==> src/rtl/exception_ctrl.sv <==
// Exception sequencing controller: captures ELR/ESR, drains the pipeline for a
// fixed number of cycles, redirects fetch to the vector, and returns on ERET.
module exception_ctrl #(
  parameter int unsigned N            = 64,
  parameter logic [N-1:0] VECTOR_ADDR = N'(64'hD8),
  parameter int unsigned FLUSH_CYCLES = 3
) (
  input  logic         clk,
  input  logic         reset,
  input  logic [N-1:0] pc_id,
  input  logic         not_an_instr,
  input  logic         eret,
  input  logic         irq,
  output logic         irq_ack,
  output logic [N-1:0] elr,
  output logic [3:0]   esr,
  output logic         exc_flush,
  output logic         stall,
  output logic         pc_redirect,
  output logic [N-1:0] pc_target,
  output logic         in_handler
);

  localparam int unsigned CNT_W = 4;
  localparam logic [CNT_W-1:0] CNT_INIT = CNT_W'(FLUSH_CYCLES);

  localparam logic [3:0] ESR_INVALID = 4'b0001;
  localparam logic [3:0] ESR_IRQ     = 4'b0010;
  localparam logic [3:0] ESR_ERET    = 4'b0011;
  localparam logic [3:0] ESR_DOUBLE  = 4'b1111;

  typedef enum logic [1:0] {
    IDLE     = 2'd0,
    FLUSH    = 2'd1,
    REDIRECT = 2'd2,
    HANDLER  = 2'd3
  } state_t;

  state_t           state_q, state_d;
  logic [CNT_W-1:0] cnt_q, cnt_d;
  logic [N-1:0]     elr_q, elr_d;
  logic [3:0]       esr_q, esr_d;

  // State, drain counter and syndrome registers
  always_ff @(posedge clk) begin
    if (reset) begin
      state_q <= IDLE;
      cnt_q   <= '0;
      elr_q   <= '0;
      esr_q   <= '0;
    end else begin
      state_q <= state_d;
      cnt_q   <= cnt_d;
      elr_q   <= elr_d;
      esr_q   <= esr_d;
    end
  end

  // Next-state and pipeline control
  always_comb begin
    state_d     = state_q;
    cnt_d       = cnt_q;
    elr_d       = elr_q;
    esr_d       = esr_q;
    irq_ack     = 1'b0;
    exc_flush   = 1'b0;
    stall       = 1'b0;
    pc_redirect = 1'b0;
    pc_target   = '0;
    in_handler  = 1'b0;

    case (state_q)
      IDLE: begin
        if (not_an_instr) begin
          elr_d   = pc_id;
          esr_d   = ESR_INVALID;
          cnt_d   = CNT_INIT;
          state_d = FLUSH;
        end else if (eret) begin
          elr_d   = pc_id;
          esr_d   = ESR_ERET;
          cnt_d   = CNT_INIT;
          state_d = FLUSH;
        end else if (irq) begin
          // Decode instruction is re-executed after return, so its PC is saved
          elr_d   = pc_id;
          esr_d   = ESR_IRQ;
          cnt_d   = CNT_INIT;
          state_d = FLUSH;
          irq_ack = ~reset;
        end
      end

      FLUSH: begin
        exc_flush = 1'b1;
        stall     = 1'b1;
        cnt_d     = cnt_q - CNT_W'(1);
        if (cnt_q <= CNT_W'(1)) begin
          state_d = REDIRECT;
        end
      end

      REDIRECT: begin
        pc_redirect = 1'b1;
        pc_target   = VECTOR_ADDR;
        exc_flush   = 1'b1;
        state_d     = HANDLER;
      end

      HANDLER: begin
        in_handler = 1'b1;
        if (not_an_instr) begin
          // Fault inside the handler: keep the original return PC
          esr_d   = ESR_DOUBLE;
          cnt_d   = CNT_INIT;
          state_d = FLUSH;
        end else if (eret) begin
          pc_redirect = 1'b1;
          pc_target   = elr_q;
          exc_flush   = 1'b1;
          state_d     = IDLE;
        end
      end

      default: state_d = IDLE;
    endcase
  end

  assign elr = elr_q;
  assign esr = esr_q;

endmodule
==> config.mk <==
export PLATFORM = sky130hd
export DESIGN_NAME = exception_ctrl
export DESIGN_NICKNAME = d
export VERILOG_FILES = /design/src/rtl/exception_ctrl.sv
export SDC_FILE = /design/constraint.sdc
export NUM_CORES = 1
export LEC_CHECK = 0
export CORE_ASPECT_RATIO = 0.6
export CORE_MARGIN = 5
export CORE_UTILIZATION = 35
export DETAILED_ROUTE_END_ITERATION = 8
export PLACE_DENSITY = 0.74
export SLEW_MARGIN = 20
export SYNTH_ARGS = -nofsm -noshare
export SYNTH_HDL_FRONTEND = slang
export SYNTH_SLANG_ARGS = --single-unit
==> constraint.sdc <==
create_clock -name clk -period 2.5 [get_ports clk]
set_clock_uncertainty 0.2 [all_clocks]
set_input_delay 0.625 -clock clk [delete_from_list [all_inputs] [get_ports clk]]
set_output_delay 0.625 -clock clk [all_outputs]
set_load 0.03 [all_outputs]
# ---- Word-level counts from Yosys, hierarchy flattened
# Index checks and enable logic that the tools add are counted.
# W data, S select, Z words.
dict set report op_classes {
  bitwise_logic 1
  n_eq_ne 7
  muxes 33
  order_cmp 1
  reduce_logical 9
  n_addsub 1
}
# cell count
set op_table {}
lappend op_table {{$mux W64} 5}
lappend op_table {{$pmux W64 S2} 1}
lappend op_table {{$mux W4} 8}
lappend op_table {{$mux W2} 6}
lappend op_table {{$pmux W4 S3} 1}
lappend op_table {{$reduce_and A3 Y1} 3}
lappend op_table {{$mux W1} 8}
lappend op_table {{$pmux W2 S4} 1}
lappend op_table {{$pmux W4 S2} 1}
lappend op_table {{$reduce_bool A3 Y1} 2}
lappend op_table {{$eq A2 B2 Y1 const B} 2}
lappend op_table {{$le A4 B1 Y1 const B} 1}
lappend op_table {{$ne A2 B2 Y1 const B} 2}
lappend op_table {{$ne A4 B4 Y1 const B} 1}
lappend op_table {{$pmux W1 S2} 2}
lappend op_table {{$sub A4 B1 Y4 const B} 1}
lappend op_table {{$ne A3 B3 Y1 const B} 1}
lappend op_table {{$eq A2 B1 Y1 const B} 1}
lappend op_table {{$logic_not A2 Y1} 1}
lappend op_table {{$reduce_and A2 Y1} 1}
lappend op_table {{$reduce_bool A2 Y1} 1}
lappend op_table {{$reduce_or A2 Y1} 1}
lappend op_table {{$not A1 Y1} 1}
dict set report word_totals {
  register_bits 74
  out_inout_bits 137
}

# ---- Longest topological paths before layout
# Gate-level depths: netlist (run 1).
dict set report depth {
  depth_word 5
  mapped_depth 8
}

# ---- Worst setup path before layout (run 1)
# No wires, ideal clock.
dict set report synth_timing {
  kind {reg2out}
  start {reg state_q[1]}
  end {out exc_flush}
  stages_incl_launch_ff 7
  required_ns 1.675
  arrival_time_ns 1.800
  slack_ns -0.125
  cell_sequence {dfxtp_1 -> ha_1 -> buf_2 -> and3_1 -> clkbuf_1 -> nor2_1 -> nor2_1}
}
dict set report synth_between {
  elab_chain_cells 3
}
# item line
set synth_lines {}
lappend synth_lines {{from (decl)} 39} ;# state_t state_q, state_d;
lappend synth_lines {{from (signal assigned)} 52} ;# state_q <= state_d;
lappend synth_lines {{$eq A2 B1 Y1 or $eq A2 B2 Y1 (tied branches)} 72} ;# case (state_q)
lappend synth_lines {{$reduce_or A2 Y1 (no line)} -}
lappend synth_lines {{$pmux W1 S2 (*)} 72}
lappend synth_lines {{to (decl)} 17} ;# output logic exc_flush,
# Mark *: on every way between the ends. The rest lies on a longest branch, timed or not.

# ---- Worst setup path in the final report (run 1)
dict set report layout_timing {
  start {reg state_q[1]}
  end {out pc_target[30]}
}
dict set report layout_between {
  elab_chain_cells 2
}
# item line
set layout_lines {}
lappend layout_lines {{$eq A2 B2 Y1} 72}
lappend layout_lines {{$pmux W64 S2 (*)} 72}
lappend layout_lines {{to (decl)} 20} ;# output logic [N-1:0] pc_target,
# Marked as above.

==> results of run 1 <==
## registers in the layout, indices dropped and copies added (netlist names)
signal and flops:
cnt_q 4, elr 64, esr 3, state_q 2
## through the flow
stage	total power [µW]	setup TNS, ps	hold slack (ps)
after detailed placement	5150	-16230	267
after CTS	6550	-442	275
after global placement	5070	-14570	255
final	6570	-177	272
after floorplan	4050	0	268
after global routing	6930	-1390	289
## metal layers
layer / GRT usage / wire (µm) / vias up
li1: - / - / 1777
met5: 0 / 0 / -
met3: 0.0702 / 1100 / 13
met4: 0.0505 / 150 / 0
met1: 0.257 / 5810 / 1697
met2: 0.314 / 5850 / 136
## path summary, 6_finish.rpt
path,startpoint,endpoint,cells past startpoint
max,state_q[1],pc_target[30],6
min,elr[59],elr[59],2
max reg2reg,state_q[0],state_q[0],6
min reg2reg,elr[59],elr[59],2
## timing repair
action	CTS	global route
pin swaps	3	2
cloned	4	2
setup endpoints to repair	68	46
buffers inserted	6	0
gates resized for setup	31	75
## logic make-up after synthesis
group | Yosys count
simple gates | 209
compound gates | 93
flops | 73
buf+inv | 39
fa+ha+maj | 6
## power by group through the flow
stage	sequential [µW]	clock [µW]	combinational, µW
2_1_floorplan	2310	0	1730
3_5_place_dp	1820	0	3330
6_report	1820	1310	3440
5_1_grt	1880	1390	3670
3_3_place_gp	1800	0	3270
4_1_cts	1810	1350	3390
## cell usage after synthesis (2+ instances only)
cell,instances,area share
buf_12,5,0.028
buf_1,2,0.0021
a21o_1,5,0.010
nand3_1,2,0.0028
a21oi_1,20,0.028
o31a_1,2,0.0048
and2_1,60,0.10
a211oi_1,2,0.0041
buf_6,2,0.0062
nand2_2,50,0.086
clkbuf_1,8,0.0083
nand2_1,81,0.084
ha_1,6,0.021
dfxtp_1,73,0.40
buf_2,15,0.021
nor2_1,6,0.0062
a21oi_2,50,0.12
and3_1,2,0.0035
a31oi_1,2,0.0035
nor2b_1,2,0.0035
inv_1,5,0.0052
o2111ai_1,2,0.0048
o21ai_1,4,0.0055
## area by class of cell
class	instances	share of cell area
Timing Repair Buffer	229	0.382
Multi-Input combinational cell	308	0.314
Sequential cell	73	0.227
Clock buffer	11	0.0376
Tap cell	135	0.0261
Clock inverter	5	0.00968
Inverter	6	0.00349
## worst max-delay path, delay by kind of cell, from the launching register on
family	cells	cell delay (ps)
adder cells (fa/ha/maj)	1	130
buffers and inverters	3	470
flip-flops	1	370
AND/OR/NAND/NOR	2	400
==> reports/qor.csv, run 1 <==
stage;metric;value;unit
critical_path;Critical Path Source Type;register;
route;per-cell routed wire length;16.8;µm
synthesis;syn_area_per_cell;8.63;µm²
placement;hpwl dp;8410;µm
route;DRT Wirelength;12900;µm
placement;gpl congestion;0.755;
sta;min cycle time layout;2540;ps
sta;Slew Viols, Final;0;
sta;Worst Max-Slew Pin Slew;1090;ps
critical_path;Worst Path Max Fanout;8;
route;routed vias/inst;4.72;
cells_and_area;Cell Count, Final, Fillers Out;767;
synthesis;combinational family with the most area after synthesis;simple AND/OR/NAND/NOR gates;
job;Max Cap Viol;0;
sta;Max Freq;394;MHz
critical_path;max incr delay on CP;370;ps
run_status;status;complete, but fails checks;
synthesis;Post-Syn Area;3630;µm²
cells_and_area;nets;702;
placement;DP Cell Count;740;
synthesis;syn nets;495;
synthesis;Post-Synth XOR/XNOR Area;0;
global_route;GR Util All Layers;0.197;
placement;dpl ws;-266;ps
sta;# setup viols final;8;
cells_and_area;fraction of layout cells with a size suffix above 1;0.402;
clock_network;hold buffers post-CTS;0;
placement;area of placed instances;5650;µm²
sta;final setup margin;-36.9;ps
worst_hold_path;worst hold path class;reg2reg;
die;die area;12600;µm²
synthesis;ys flop type;dfxtp_1;
critical_path;Worst R2R Setup Slack;450;ps
synthesis;Ys Warns;0;
critical_path;critical path class;reg2out;
die;number of cell rows;28;
cells_and_area;FF/Latch Area;1470;µm²
cells_and_area;Util after Layout;0.647;
synthesis;adder-cell share of the synthesized area;0.0207;
sta;Final Hold Vio Count;0;
sta;RSZ-0062 raised after global routing;yes;
critical_path;worst path cell trace;ha_4 -> and3_4 -> buf_8 -> clkbuf_16 -> and2_1 -> buf_6;
placement;Port Buffers;205;
synthesis;sequential element share of the synthesized area;0.403;
die;io pins;206;
run_status;violated checks;negative setup slack;
route;Pre-antenna DRT Iters;4;
power_and_ir_drop;Leakage;0.00261;µW
die;Initial Utilization;0.363;
clock_network;clk slew on worst S/H paths;60;ps
critical_path;required time worst endpoint;1670;ps
critical_path;Slowest-stage cell, CP;dfxtp_4;
route;Routed Antenna Nets;0;
synthesis;Mapped Cells;420;
cells_and_area;cell area after layout;6460;µm²
power_and_ir_drop;Power Dens Cells;1020;nW/µm²
power_and_ir_drop;Internal;3710;µW
clock_network;Max Buffers Root-to-Sink;2;
synthesis;EDFF count, synth;0;
synthesis;synthesized flop and latch total;73;
clock_network;clock sink count;73;
die;core area;9980;µm²
critical_path;signal arrival time at the worst endpoint;1710;ps
power_and_ir_drop;Flop pwr share;0.278;
clock_network;clock root buffer;clkbuf_16;
die;Die H;88.8;µm
cells_and_area;fillers;808;
power_and_ir_drop;switch share;0.436;
die;chip width;141;µm
cells_and_area;ANT cells;0;
global_route;largest net degree at the start of global routing;74;
clock_network;CTS tree;yes;
clock_network;cts bufs inserted;9;
synthesis;mux share of post-synthesis cell area;0;
synthesis;Compound-Gate Fraction of Synth Area;0.202;
sta;Tcrit/Tclk final;1.01;
cells_and_area;most frequent cells in the layout;clkdlybuf4s50_1 (134), nand2_1 (81), dfxtp_1 (71);
power_and_ir_drop;Net Sw Power;2860;µW
synthesis;library cells used by synthesis;37;
route;DRC violations left;0;
synthesis;Synth Area in Simple Gates;0.301;
synthesis;share of flip-flops with an asynchronous set or reset;0;
cells_and_area;Area Overhead vs Synth;78.2;%
cells_and_area;multi-input logic area;2030;µm²
power_and_ir_drop;Comb pwr share;0.523;
clock_network;Skew-Pair Late Insertion Delay;330;ps
global_route;initial antenna violation count;0;
route;Starting DRT DRC Count;138;
global_route;first-pass GRT wire length;19400;µm
global_route;vias in the first global route;3744;
global_route;GR Overflow Total;0;
power_and_ir_drop;clock share of power;0.199;
clock_network;H-tree Lvls;3;
route;via count;3623;
cells_and_area;commonest non-fill, non-tap cell in the layout;clkdlybuf4s50_1;
critical_path;endpoint class of the critical path;output pin;
sta;max_slew headroom;0.275;
power_and_ir_drop;Max VDD drop;0.507;mV
Power figures use the tool's default switching activity.
==> run 2: changes to the inputs <==
--- a/config.mk
+++ b/config.mk
@@ -7,9 +7,9 @@
 export LEC_CHECK = 0
 export CORE_ASPECT_RATIO = 0.6
 export CORE_MARGIN = 5
-export CORE_UTILIZATION = 35
+export CORE_UTILIZATION = 39
 export DETAILED_ROUTE_END_ITERATION = 8
-export PLACE_DENSITY = 0.74
+export PLACE_DENSITY = 0.82
 export SLEW_MARGIN = 20
 export SYNTH_ARGS = -nofsm -noshare
 export SYNTH_HDL_FRONTEND = slang
==> reports/qor.csv, run 2 (synthesis gave the netlist of run 1 again) <==
stage;metric;value;unit
run_status;status;complete, but fails checks;
run_status;violated checks;negative setup slack;
global_route;initial antenna violation count;0;
clock_network;cts bufs inserted;9;
worst_hold_path;worst hold path class;reg2reg;
global_route;vias in the first global route;3675;
sta;RSZ-0062 raised after global routing;yes;
route;Pre-antenna DRT Iters;5;
critical_path;signal arrival time at the worst endpoint;1710;ps
power_and_ir_drop;Max VDD drop;0.642;mV
power_and_ir_drop;Flop pwr share;0.279;
sta;max_slew headroom;0.658;
sta;final setup margin;-35.8;ps
cells_and_area;multi-input logic area;2000;µm²
sta;Worst Max-Slew Pin Slew;513;ps
power_and_ir_drop;clock share of power;0.201;
critical_path;critical path class;reg2out;
die;io pins;206;
route;Routed Antenna Nets;0;
die;chip width;134;µm
critical_path;CP startpoint;state_q[1];
critical_path;Worst R2R Setup Slack;470;ps
die;number of cell rows;27;
sta;setup_tns;-39.4;ps
cells_and_area;Area Overhead vs Synth;75.8;%
power_and_ir_drop;Net Sw Power;2840;µW
critical_path;Worst R2R Path Depth;6;
critical_path;FF-to-FF End;state_q[0];
power_and_ir_drop;Leakage;0.00258;µW
critical_path;Worst setup endpoint;exc_flush;
power_and_ir_drop;Internal;3700;µW
route;DRT Wirelength;12600;µm
clock_network;clock sink count;73;
sta;# setup viols final;2;
sta;Max Freq;394;MHz
placement;hpwl dp;8630;µm
cells_and_area;most frequent cells in the layout;clkdlybuf4s50_1 (134), nand2_1 (81), dfxtp_1 (71);
power_and_ir_drop;Power Dens Cells;1030;nW/µm²
cells_and_area;fillers;661;
die;Die H;84.7;µm
global_route;first-pass GRT wire length;18700;µm
clock_network;Skew-Pair Late Insertion Delay;330;ps
route;Starting DRT DRC Count;161;
route;via count;3691;
placement;Port Buffers;205;
clock_network;clock root buffer;clkbuf_16;
sta;Slew Viols, Final;0;
global_route;GR Util All Layers;0.205;
clock_network;Max Buffers Root-to-Sink;2;
route;routed vias/inst;4.95;
cells_and_area;FF/Latch Area;1470;µm²
die;die area;11400;µm²
clock_network;CTS tree;yes;
cells_and_area;Largest register FFs;64;
critical_path;worst r2r src;state_q[0];
sta;hold slack;269;ps
die;Initial Utilization;0.398;
placement;gpl congestion;0.782;
sta;Final Hold Vio Count;0;
critical_path;Worst Path Max Fanout;9;
job;Max Cap Viol;0;
critical_path;required time worst endpoint;1670;ps
route;DRC violations left;0;
power_and_ir_drop;switch share;0.434;
clock_network;H-tree Lvls;3;
critical_path;endpoint class of the critical path;output pin;
sta;Tcrit/Tclk final;1.01;
sta;min cycle time layout;2540;ps
global_route;largest net degree at the start of global routing;37;
cells_and_area;commonest non-fill, non-tap cell in the layout;clkdlybuf4s50_1;
power_and_ir_drop;Comb pwr share;0.521;
cells_and_area;nets;700;
clock_network;clk slew on worst S/H paths;60;ps
route;per-cell routed wire length;16.9;µm
cells_and_area;fraction of layout cells with a size suffix above 1;0.387;
critical_path;Critical Path Source Type;register;
die;core area;9120;µm²
cells_and_area;ANT cells;0;
global_route;GR Overflow Total;0;
-- run 2: how the worst min path moves through the flow --
stage | from | end | slack (ps) | depth (start not counted)
floorplan | cnt_q[3] | cnt_q[3] | 270 | 2
global placement | elr[63] | elr[63] | 250 | 2
CTS | elr[23] | elr[23] | 270 | 2
detailed placement | elr[32] | elr[32] | 260 | 2
global route | elr[23] | elr[23] | 290 | 2
finish | elr[23] | elr[23] | 270 | 2
-- run 2: power by group through the flow --
stage               clock network [µW]  logic (µW)  registers (µW)
floorplan                            0        1730            2310
global placement                     0        3260            1790
detailed placement                   0        3320            1810
CTS                               1340        3380            1820
global route                      1400        3630            1880
finish                            1310        3410            1820
-- run 2: cell type report --
cell class | instances | area share
Clock buffer | 12 | 0.0402
Clock inverter | 4 | 0.00805
Inverter | 6 | 0.00353
Multi-Input combinational cell | 308 | 0.314
Sequential cell | 73 | 0.230
Tap cell | 116 | 0.0228
Timing Repair Buffer | 227 | 0.381
-- run 2: repair_timing --
action / in CTS / in global routing
endpoints found under the setup margin: 69 / 50
hold buffers: 0 / 0
resized for setup: 19 / 84
gates cloned: 2 / 2
pin swaps: 3 / 3
buffers inserted: 3 / 3
-- run 2: per-layer routing --
| metal | global-route usage | vias to the layer above | share of wire |
|---|---|---|---|
| met2 | 0.339 | 158 | 0.47 |
| met4 | 0.0693 | 0 | 0.016 |
| li1 | - | 1777 | - |
| met5 | 0 | - | 0 |
| met3 | 0.0725 | 22 | 0.086 |
| met1 | 0.251 | 1734 | 0.43 |
-- run 2: metrics by stage --
step | std cells | area (µm²) | setup WS, ps | total power (µW) | util
2_1_floorplan | 420 | 3630 | 7.92 | 4050 | -
3_3_place_gp | 722 | 5640 | -249 | 5060 | 0.619
6_report | 746 | 6370 | -35.8 | 6540 | 0.699
5_1_grt | 746 | 6370 | -90.9 | 6910 | 0.699
3_5_place_dp | 722 | 5640 | -248 | 5140 | 0.619
4_1_cts | 743 | 6080 | 4.63 | 6540 | 0.667
-- run 2: worst max-delay path: stages, from the launching register on --
cell	delay (ps)
dfxtp_4	370
ha_4	150
and3_4	320
buf_12	180
nor2_2	50
nor2_2	150
buf_12	150
